[config.mk]
export PLATFORM = sky130hd
export DESIGN_NAME = alu_acc_seq
export DESIGN_NICKNAME = d
export VERILOG_FILES = /design/src/rtl/alu_seq_pkg.sv /design/src/rtl/alu_seq_strobe_dec.sv /design/src/rtl/alu_acc_seq.sv
export SDC_FILE = /design/constraint.sdc
export NUM_CORES = 1
export LEC_CHECK = 0
export BUFFER_PORTS_ARGS = -buffer_cell sky130_fd_sc_hd__buf_4
export CAP_MARGIN = 20
export CORE_MARGIN = 4
export CORE_UTILIZATION = 54
export DETAILED_ROUTE_END_ITERATION = 8
export PLACE_DENSITY_LB_ADDON = 0.25
export RECOVER_POWER = 50
export SLEW_MARGIN = 10
export SYNTH_ARGS = -nofsm -noshare
export SYNTH_HDL_FRONTEND = slang
export SYNTH_SLANG_ARGS = --single-unit
[constraint.sdc]
create_clock -name clk -period 2.8 [get_ports clk]
set_clock_uncertainty 0.15 [all_clocks]
set_input_delay 0.56 -clock clk [delete_from_list [all_inputs] [get_ports clk]]
set_output_delay 0.56 -clock clk [all_outputs]
set_load 0.005 [all_outputs]
[src/rtl/alu_seq_pkg.sv]
// rtl/alu_seq_pkg.sv - op encodings, FSM states and helpers for the ALU control sequencer
package alu_seq_pkg;

    localparam int OP_W        = 4;
    localparam int NUM_STROBES = 10;

    typedef enum logic [OP_W-1:0] {
        OP_CLR = 4'd0,
        OP_ADD = 4'd1,
        OP_SUB = 4'd2,
        OP_MUL = 4'd3,
        OP_DIV = 4'd4,
        OP_SHR = 4'd5,
        OP_SHL = 4'd6,
        OP_AND = 4'd7,
        OP_OR  = 4'd8,
        OP_NOT = 4'd9
    } op_e;

    typedef enum logic [2:0] {
        ST_IDLE  = 3'd0,
        ST_ISSUE = 3'd1,
        ST_SHIFT = 3'd2,
        ST_WAIT  = 3'd3,
        ST_DONE  = 3'd4
    } state_e;

    function automatic logic is_shift(input logic [OP_W-1:0] op);
        return (op == OP_SHR) || (op == OP_SHL);
    endfunction

    function automatic logic is_muldiv(input logic [OP_W-1:0] op);
        return (op == OP_MUL) || (op == OP_DIV);
    endfunction

endpackage

[src/rtl/alu_seq_strobe_dec.sv]
// rtl/alu_seq_strobe_dec.sv - combinational op to one-hot strobe vector with illegal-op flag
module alu_seq_strobe_dec
    import alu_seq_pkg::*;
(
    input  logic [OP_W-1:0]        op,
    output logic [NUM_STROBES-1:0] strobe,
    output logic                   illegal
);

    // Bit i of the vector corresponds to op code i (CLR..NOT).
    always_comb begin
        strobe = '0;
        for (int i = 0; i < NUM_STROBES; i++) begin
            if (op == OP_W'(i)) begin
                strobe[i] = 1'b1;
            end
        end
        illegal = ~|strobe;
    end

endmodule

[src/rtl/alu_acc_seq.sv]
// rtl/alu_acc_seq.sv - ALU/ACC control sequencer driving one-hot strobes C8..C21
// Optional divide-by-zero rejection is enabled by defining ALU_SEQ_DIV0_CHK_EN.
module alu_acc_seq
    import alu_seq_pkg::*;
#(
    parameter int MULDIV_WAIT = 2,
    parameter int AMT_W       = 4
) (
    input  logic             clk,
    input  logic             rst,
    input  logic             cmd_valid,
    output logic             cmd_ready,
    input  logic [3:0]       cmd_op,
    input  logic [AMT_W-1:0] cmd_amt,
    input  logic             br_zero,
    output logic             c8,
    output logic             c9,
    output logic             c13,
    output logic             c15,
    output logic             c16,
    output logic             c17,
    output logic             c18,
    output logic             c19,
    output logic             c20,
    output logic             c21,
    output logic             busy,
    output logic             done,
    output logic             err
);

    localparam int WAIT_W    = (MULDIV_WAIT > 1) ? $clog2(MULDIV_WAIT) : 1;
    localparam int WAIT_LOAD = (MULDIV_WAIT > 0) ? MULDIV_WAIT - 1 : 0;

    state_e                 state_q, state_d;
    logic [OP_W-1:0]        op_q, op_d;
    logic [AMT_W-1:0]       shift_cnt_q, shift_cnt_d;
    logic [WAIT_W-1:0]      wait_cnt_q, wait_cnt_d;
    logic [NUM_STROBES-1:0] strobe_q, strobe_d;
    logic                   fault_q, fault_d;
    logic                   err_q, err_d;
    logic                   done_q, done_d;
    logic                   busy_q, busy_d;
    logic                   ready_q, ready_d;

    logic [NUM_STROBES-1:0] dec_strobe;
    logic                   dec_illegal;
    logic                   div0;
    logic                   accept;

    alu_seq_strobe_dec u_dec (
        .op      (cmd_op),
        .strobe  (dec_strobe),
        .illegal (dec_illegal)
    );

`ifdef ALU_SEQ_DIV0_CHK_EN
    assign div0 = (cmd_op == OP_DIV) && br_zero;
`else
    logic unused_br_zero;
    assign unused_br_zero = br_zero;
    assign div0           = 1'b0;
`endif

    assign accept = cmd_valid && ready_q;

    always_comb begin
        state_d     = state_q;
        op_d        = op_q;
        shift_cnt_d = shift_cnt_q;
        wait_cnt_d  = wait_cnt_q;
        fault_d     = fault_q;
        err_d       = err_q;
        strobe_d    = '0;

        case (state_q)
            ST_IDLE: begin
                if (accept) begin
                    state_d     = ST_ISSUE;
                    op_d        = cmd_op;
                    err_d       = 1'b0;
                    fault_d     = dec_illegal || div0;
                    // Counter holds strobes still owed after the ISSUE cycle.
                    shift_cnt_d = (cmd_amt == '0) ? '0 : cmd_amt - AMT_W'(1);
                    strobe_d    = dec_strobe;
                    if ((is_shift(cmd_op) && (cmd_amt == '0)) || div0) begin
                        strobe_d = '0;
                    end
                end
            end
            ST_ISSUE: begin
                if (fault_q) begin
                    state_d = ST_DONE;
                    err_d   = 1'b1;
                end else if (is_shift(op_q) && (shift_cnt_q != '0)) begin
                    state_d     = ST_SHIFT;
                    shift_cnt_d = shift_cnt_q - AMT_W'(1);
                    strobe_d    = strobe_q;
                end else if (is_muldiv(op_q) && (MULDIV_WAIT > 0)) begin
                    state_d    = ST_WAIT;
                    wait_cnt_d = WAIT_W'(WAIT_LOAD);
                end else begin
                    state_d = ST_DONE;
                end
            end
            ST_SHIFT: begin
                if (shift_cnt_q != '0) begin
                    shift_cnt_d = shift_cnt_q - AMT_W'(1);
                    strobe_d    = strobe_q;
                end else begin
                    state_d = ST_DONE;
                end
            end
            ST_WAIT: begin
                if (wait_cnt_q == '0) begin
                    state_d = ST_DONE;
                end else begin
                    wait_cnt_d = wait_cnt_q - WAIT_W'(1);
                end
            end
            ST_DONE: begin
                state_d = ST_IDLE;
            end
            default: begin
                state_d = ST_IDLE;
            end
        endcase

        // Status outputs are registered from the next state so they align with it.
        done_d  = (state_d == ST_DONE);
        busy_d  = (state_d != ST_IDLE);
        ready_d = (state_d == ST_IDLE);
    end

    always_ff @(posedge clk or posedge rst) begin
        if (rst) begin
            state_q     <= ST_IDLE;
            op_q        <= '0;
            shift_cnt_q <= '0;
            wait_cnt_q  <= '0;
            strobe_q    <= '0;
            fault_q     <= 1'b0;
            err_q       <= 1'b0;
            done_q      <= 1'b0;
            busy_q      <= 1'b0;
            ready_q     <= 1'b1;
        end else begin
            state_q     <= state_d;
            op_q        <= op_d;
            shift_cnt_q <= shift_cnt_d;
            wait_cnt_q  <= wait_cnt_d;
            strobe_q    <= strobe_d;
            fault_q     <= fault_d;
            err_q       <= err_d;
            done_q      <= done_d;
            busy_q      <= busy_d;
            ready_q     <= ready_d;
        end
    end

    assign c8        = strobe_q[0];
    assign c9        = strobe_q[1];
    assign c13       = strobe_q[2];
    assign c15       = strobe_q[3];
    assign c16       = strobe_q[4];
    assign c17       = strobe_q[5];
    assign c18       = strobe_q[6];
    assign c19       = strobe_q[7];
    assign c20       = strobe_q[8];
    assign c21       = strobe_q[9];
    assign busy      = busy_q;
    assign done      = done_q;
    assign err       = err_q;
    assign cmd_ready = ready_q;

endmodule

# Word-level counts from Yosys, hierarchy flattened
# Index checks and enable logic that the tools add are counted.
[word_totals] regBits=27 in_bits=12 word_cells=98
[classes] addsub=3 eq_ne=26 muxes=37 reduce_logical=22
[ops] cell="$mux W10" count=5
[ops] cell="$pmux W10 S3" count=1
[ops] cell="$eq A4 B3 Y1 const B" count=7
[ops] cell="$mux W4" count=5
[ops] cell="$mux W3" count=6
[ops] cell="$mux W1" count=16
[ops] cell="$ne A2 B2 Y1 const B" count=8
[ops] cell="$eq A4 B2 Y1 const B" count=3
[ops] cell="$pmux W3 S4" count=1
[ops] cell="$pmux W4 S3" count=1
[ops] cell="$reduce_or A10 Y1" count=1
[ops] cell="$eq A4 B4 Y1 const B" count=2
[ops] cell="$logic_not A4 Y1" count=2
[ops] cell="$sub A4 B1 Y4 const B" count=2
[ops] cell="$eq A3 B2 Y1 const B" count=2
[ops] cell="$logic_not A3 Y1" count=2
[ops] cell="$reduce_bool A3 Y1" count=2
[ops] cell="$reduce_and A5 Y1" count=1
[ops] cell="$eq A4 B1 Y1 const B" count=1
[ops] cell="$pmux W1 S2" count=2
[ops] cell="$reduce_and A2 Y1" count=2
[ops] cell="$reduce_and A4 Y1" count=1
[ops] cell="$reduce_bool A2 Y1" count=2
[ops] cell="$reduce_bool A4 Y1" count=1
[ops] cell="other kinds (8)" count=12

# Longest topological paths before layout
[depth] word_depth=7 ltp_mapped=7 ltp_nobuf=6

# Cells and area by module
# A second synthesis with hierarchy kept.
[unflattened] cells_unflattened=138 hier_area_um2=1634.1
[by_module_without_submodules] mod="alu_acc_seq" n_inst=1 cells_per_inst=123 area_per_inst_um2=1462.7
[by_module_without_submodules] mod="alu_seq_strobe_dec" n_inst=1 cells_per_inst=15 area_per_inst_um2=171.4

# Least setup slack after synthesis
# Ideal clock, no wire load.
[synth_path] path_type="register to register" from="reg shift_cnt_q[0]" to="reg strobe_q[6]" t_arrival_ps=1801 slack_ps=728 stages_incl_launch_ff=8 path_buffers=1 cell_sequence="dfrtp_1 -> inv_1 -> ha_1 -> or3b_4 -> and4b_1 -> or2_1 -> buf_6 -> a22o_1"
[synth_via] elab_chain_cells=4 word_cells_on_any_way=5
[synth_lines] element="start: declaration" line="alu_acc_seq.sv:36" rtl="logic [AMT_W-1:0] shift_cnt_q, shift_cnt_d;"
[synth_lines] element="start signal: assignment" line="alu_acc_seq.sv:149" rtl="shift_cnt_q <= shift_cnt_d;"
[synth_lines] element="$reduce_bool A4 Y1 (*)" line="alu_acc_seq.sv:94, alu_acc_seq.sv:106"
[synth_lines] element="$logic_and A1 B1 Y1" line="alu_acc_seq.sv:94" rtl="end else if (is_shift(op_q) && (shift_cnt_q != '0)) begin"
[synth_lines] element="$ne A3 B3 Y1 (no source line)"
[synth_lines] element="$reduce_and A2 Y1 (no source line) (*)"
[synth_lines] element="end signal: assignment" line="alu_acc_seq.sv:151" rtl="strobe_q <= strobe_d;"
[synth_lines] element="end: declaration" line="alu_acc_seq.sv:38" rtl="logic [NUM_STROBES-1:0] strobe_q, strobe_d;"
# Mark *: on every way between the ends. The rest lies on a longest branch, timed or not.
# A chain may end at the register's enable or synchronous reset.

# Final worst setup path
[layout_path] from="reg shift_cnt_q[0]" to="reg strobe_q[9]"
# The elaborated chain is that of the path after synthesis.

==> results by group <==
CTS
  – Hold Buf Count CTS: 0
  – Max Root-Sink Buffers: 2
  – Worst skew pair latency: 0.32 ns
  – CTS Root Cell: clkbuf_4
  – H-tree Lvls: 1
  – Num CTS Buffers: 3
  – Setup repair bufs after CTS: 0
  – CTS tree: built
  – Clock Sinks: 27
  – Clock slew seen by the registers of the worst setup and hold paths: 0.14 ns
  – Post_cts resized: 0

Routing
  – Met1 Routed Length: 1.36 mm
  – WL/cell: 14.2 um
  – Vias per cell: 5.71
  – Met2 routed WL: 1.20 mm
  – Vias: 1074
  – Routed wl met3: 100 um
  – Drt first pass iters: 4
  – Initial DRC Count: 14
  – # DRC: 0
  – Post-DRT Antenna Nets: 0
  – Top Metal Used: met4
  – WL final: 2.67 mm

Flow run
  – MaxCap Viol Count: 0

Yosys
  – Mean Syn Cell Area: 10.5 um^2
  – Synth Net Count: 145
  – Post-Synthesis Cell Area: 0.00138 mm^2
  – Fraction of the mapped netlist area in compound gates: 20.1%
  – Mapped Cells: 132
  – Synthesized flop and latch total: 27
  – Register area share after synthesis: 49.0%
  – Number of flops mapped to enable cells by yosys: 0
  – Synth warn: 0
  – Fraction of registers with async set/reset: 100%
  – Synth Area in Simple Gates: 23.2%
  – Largest family of logic cells by synthesized area: simple AND/OR/NAND/NOR gates
  – Post-synthesis mux area share: 2.26%
  – Synth Area in XOR/XNOR: 1.27%
  – Post-Synth Adder-Cell Area: 0.905%
  – Cell variety after synth: 44
  – Main synth FF type: dfrtp_1

Worst setup path
  – WP data arrival: 2.35 ns
  – Critical path fanouts, max: 11
  – Critical path origin: shift_cnt_q[0]
  – Nature of the critical path startpoint: flop
  – Worst R2R Path Depth: 6
  – Reg2reg start: shift_cnt_q[0]
  – Crit. End Element: flop
  – Reg2reg setup slack: 0.52 ns
  – End point of the critical path: strobe_q[9]
  – Worst R2R End: strobe_q[9]
  – WS Path Type: reg -> reg
  – CP required: 2.87 ns

STA
  – Setup_tns: 0 ns
  – Fin crit period: 2.28 ns
  – Fmax: 438 MHz
  – Tcrit/Tclk final: 81.5%
  – Setup Viol. Count Final: 0
  – Final slew viol count: 0
  – RSZ-0062 raised after global routing: no
  – Slew @ Worst Pin: 1.46 ns
  – Endpoints failing hold: 0
  – Slew HR: 2.66%
  – Hold_ws: 0.306 ns

Layout
  – Layout Utilization: 65.2%
  – Final net count: 172
  – Share of cells above drive strength 1: 22.2%
  – Area Overhead vs Synth: 15.7%
  – Most frequent cells in the layout: dfrtp_1 (26), nand2_1 (23), buf_4 (18)
  – Multi-input combinational cell area: 657 um^2
  – # diodes: 0
  – Final instance area: 0.00160 mm^2
  – Filler Cell Count: 205
  – Commonest non-fill, non-tap cell in the layout: dfrtp_1
  – Register area: 677 um^2

Hold path
  – Hold-critical path depth: 3
  – Hold WC Path Type: in -> reg

Global route
  – Largest net degree at the start of global routing: 28
  – All-Layer GR Usage: 16.6%
  – First-pass GRT wire length: 4.46 mm
  – Overflow after GRT: 0
  – Vias in the first global route: 1012
  – Initial antenna violation count: 0

Placement
  – HPWL Detailed: 1.98 mm
  – Port bufs: 24
  – RePlAce Congestion: 0.783
  – Placed cell area: 0.00158 mm^2

Floorplan
  – Rows: 18
  – Die X: 58.6 um
  – I/O pins: 26
  – CORE AREA: 0.00245 mm^2
  – Starting density of the core: 56.3%
  – DIE HEIGHT: 58.6 um
  – Die ar.: 0.00343 mm^2

Pwr
  – Peak VDD IR: 498 uV
  – Leakage: 0.775 nW
  – PwrDens: 911 mW/mm^2

Status
  – Status: finished, final reports clean
## layer usage
layer  vias up  GRT usage (%)
met4         0           3.88
met5         -              0
li1        535              -
met1       514           23.3
met3         2           2.41
met2        23           27.1
## logic make-up after synthesis
| family | count (synthesis) |
|---|---|
| AND/OR/NAND/NOR | 56 |
| XOR/XNOR | 2 |
| flip-flops | 27 |
| AO/OA/AOI/OAI | 35 |
| multiplexers | 3 |
| buffers and inverters | 8 |
| adder cells (fa/ha/maj) | 1 |
## area by class of cell
| type | instances | area share (%) |
|---|---|---|
| clock buffers | 4 | 1.64 |
| inverters | 5 | 1.17 |
| multi-input cells | 97 | 41.0 |
| flip-flops and latches | 27 | 42.3 |
| well taps | 30 | 2.35 |
| repair buffers | 25 | 11.5 |
## per-stage QoR
| stage | cells | setup slack (ns) | power [W] |
|---|---|---|---|
| final | 188 | 0.517 | 0.00146 |
| after global routing | 188 | 0.398 | 0.00158 |
| after CTS | 188 | 0.538 | 0.00147 |
| after detailed placement | 184 | 0.552 | 0.00130 |
| after global placement | 184 | 0.577 | 0.00128 |
| after floorplan | 132 | 0.728 | 0.00115 |
## state kept, by name (all words and copies together) (netlist names)
name	count
shift_cnt_q	4
err	1
cmd_ready	1
op_q	4
wait_cnt_q	1
done	1
state_q	3
fault_q	1
busy	1
strobe_q	10
## Yosys cell counts (2+ instances only)
cell type  count  area, um^2
a21oi_1        2        10.0
a22o_1         6        52.6
a2bb2oi_1      5        43.8
a32o_1         4        40.0
and3_1         2        12.5
buf_6          2        22.5
dfrtp_1       26         651
inv_1          5        18.8
mux2i_1        2        20.0
nand2_1       23        86.3
nand2b_1       2        12.5
nor2_1         5        18.8
nor2b_1        4        25.0
nor3_1         3        15.0
nor3b_1        4        30.0
nor3b_2        2        25.0
o21a_1         2        15.0
o21ai_0        6        30.0
o2bb2ai_1      2        17.5
## worst min path at each step
stage                start     endpoint  slack, ns
2_1_floorplan      op_q[2]      op_q[2]       0.33
3_3_place_gp   strobe_q[7]  strobe_q[7]       0.33
3_5_place_dp   strobe_q[7]  strobe_q[7]       0.32
4_1_cts                rst  strobe_q[7]       0.13
5_1_grt          cmd_op[2]      op_q[2]       0.30
6_report         cmd_op[2]      op_q[2]       0.31
## power breakdown
part | total (W) | switching (W) | leakage, nW | internal, W
clock | 0.000166 | 0.000111 | 0.0150 | 0.0000556
sequential | 0.000635 | 0.000117 | 0.348 | 0.000519
combinational | 0.000657 | 0.000333 | 0.412 | 0.000324
## critical path, cell delays in order (launching register included)
cell and delay [ns]:
dfrtp_1 0.43, inv_1 0.11, ha_1 0.19, or3b_4 0.42, and4b_1 0.20, or2_1 0.37
a22o_2 0.31
No activity file was read; power rests on OpenSTA's default activity.
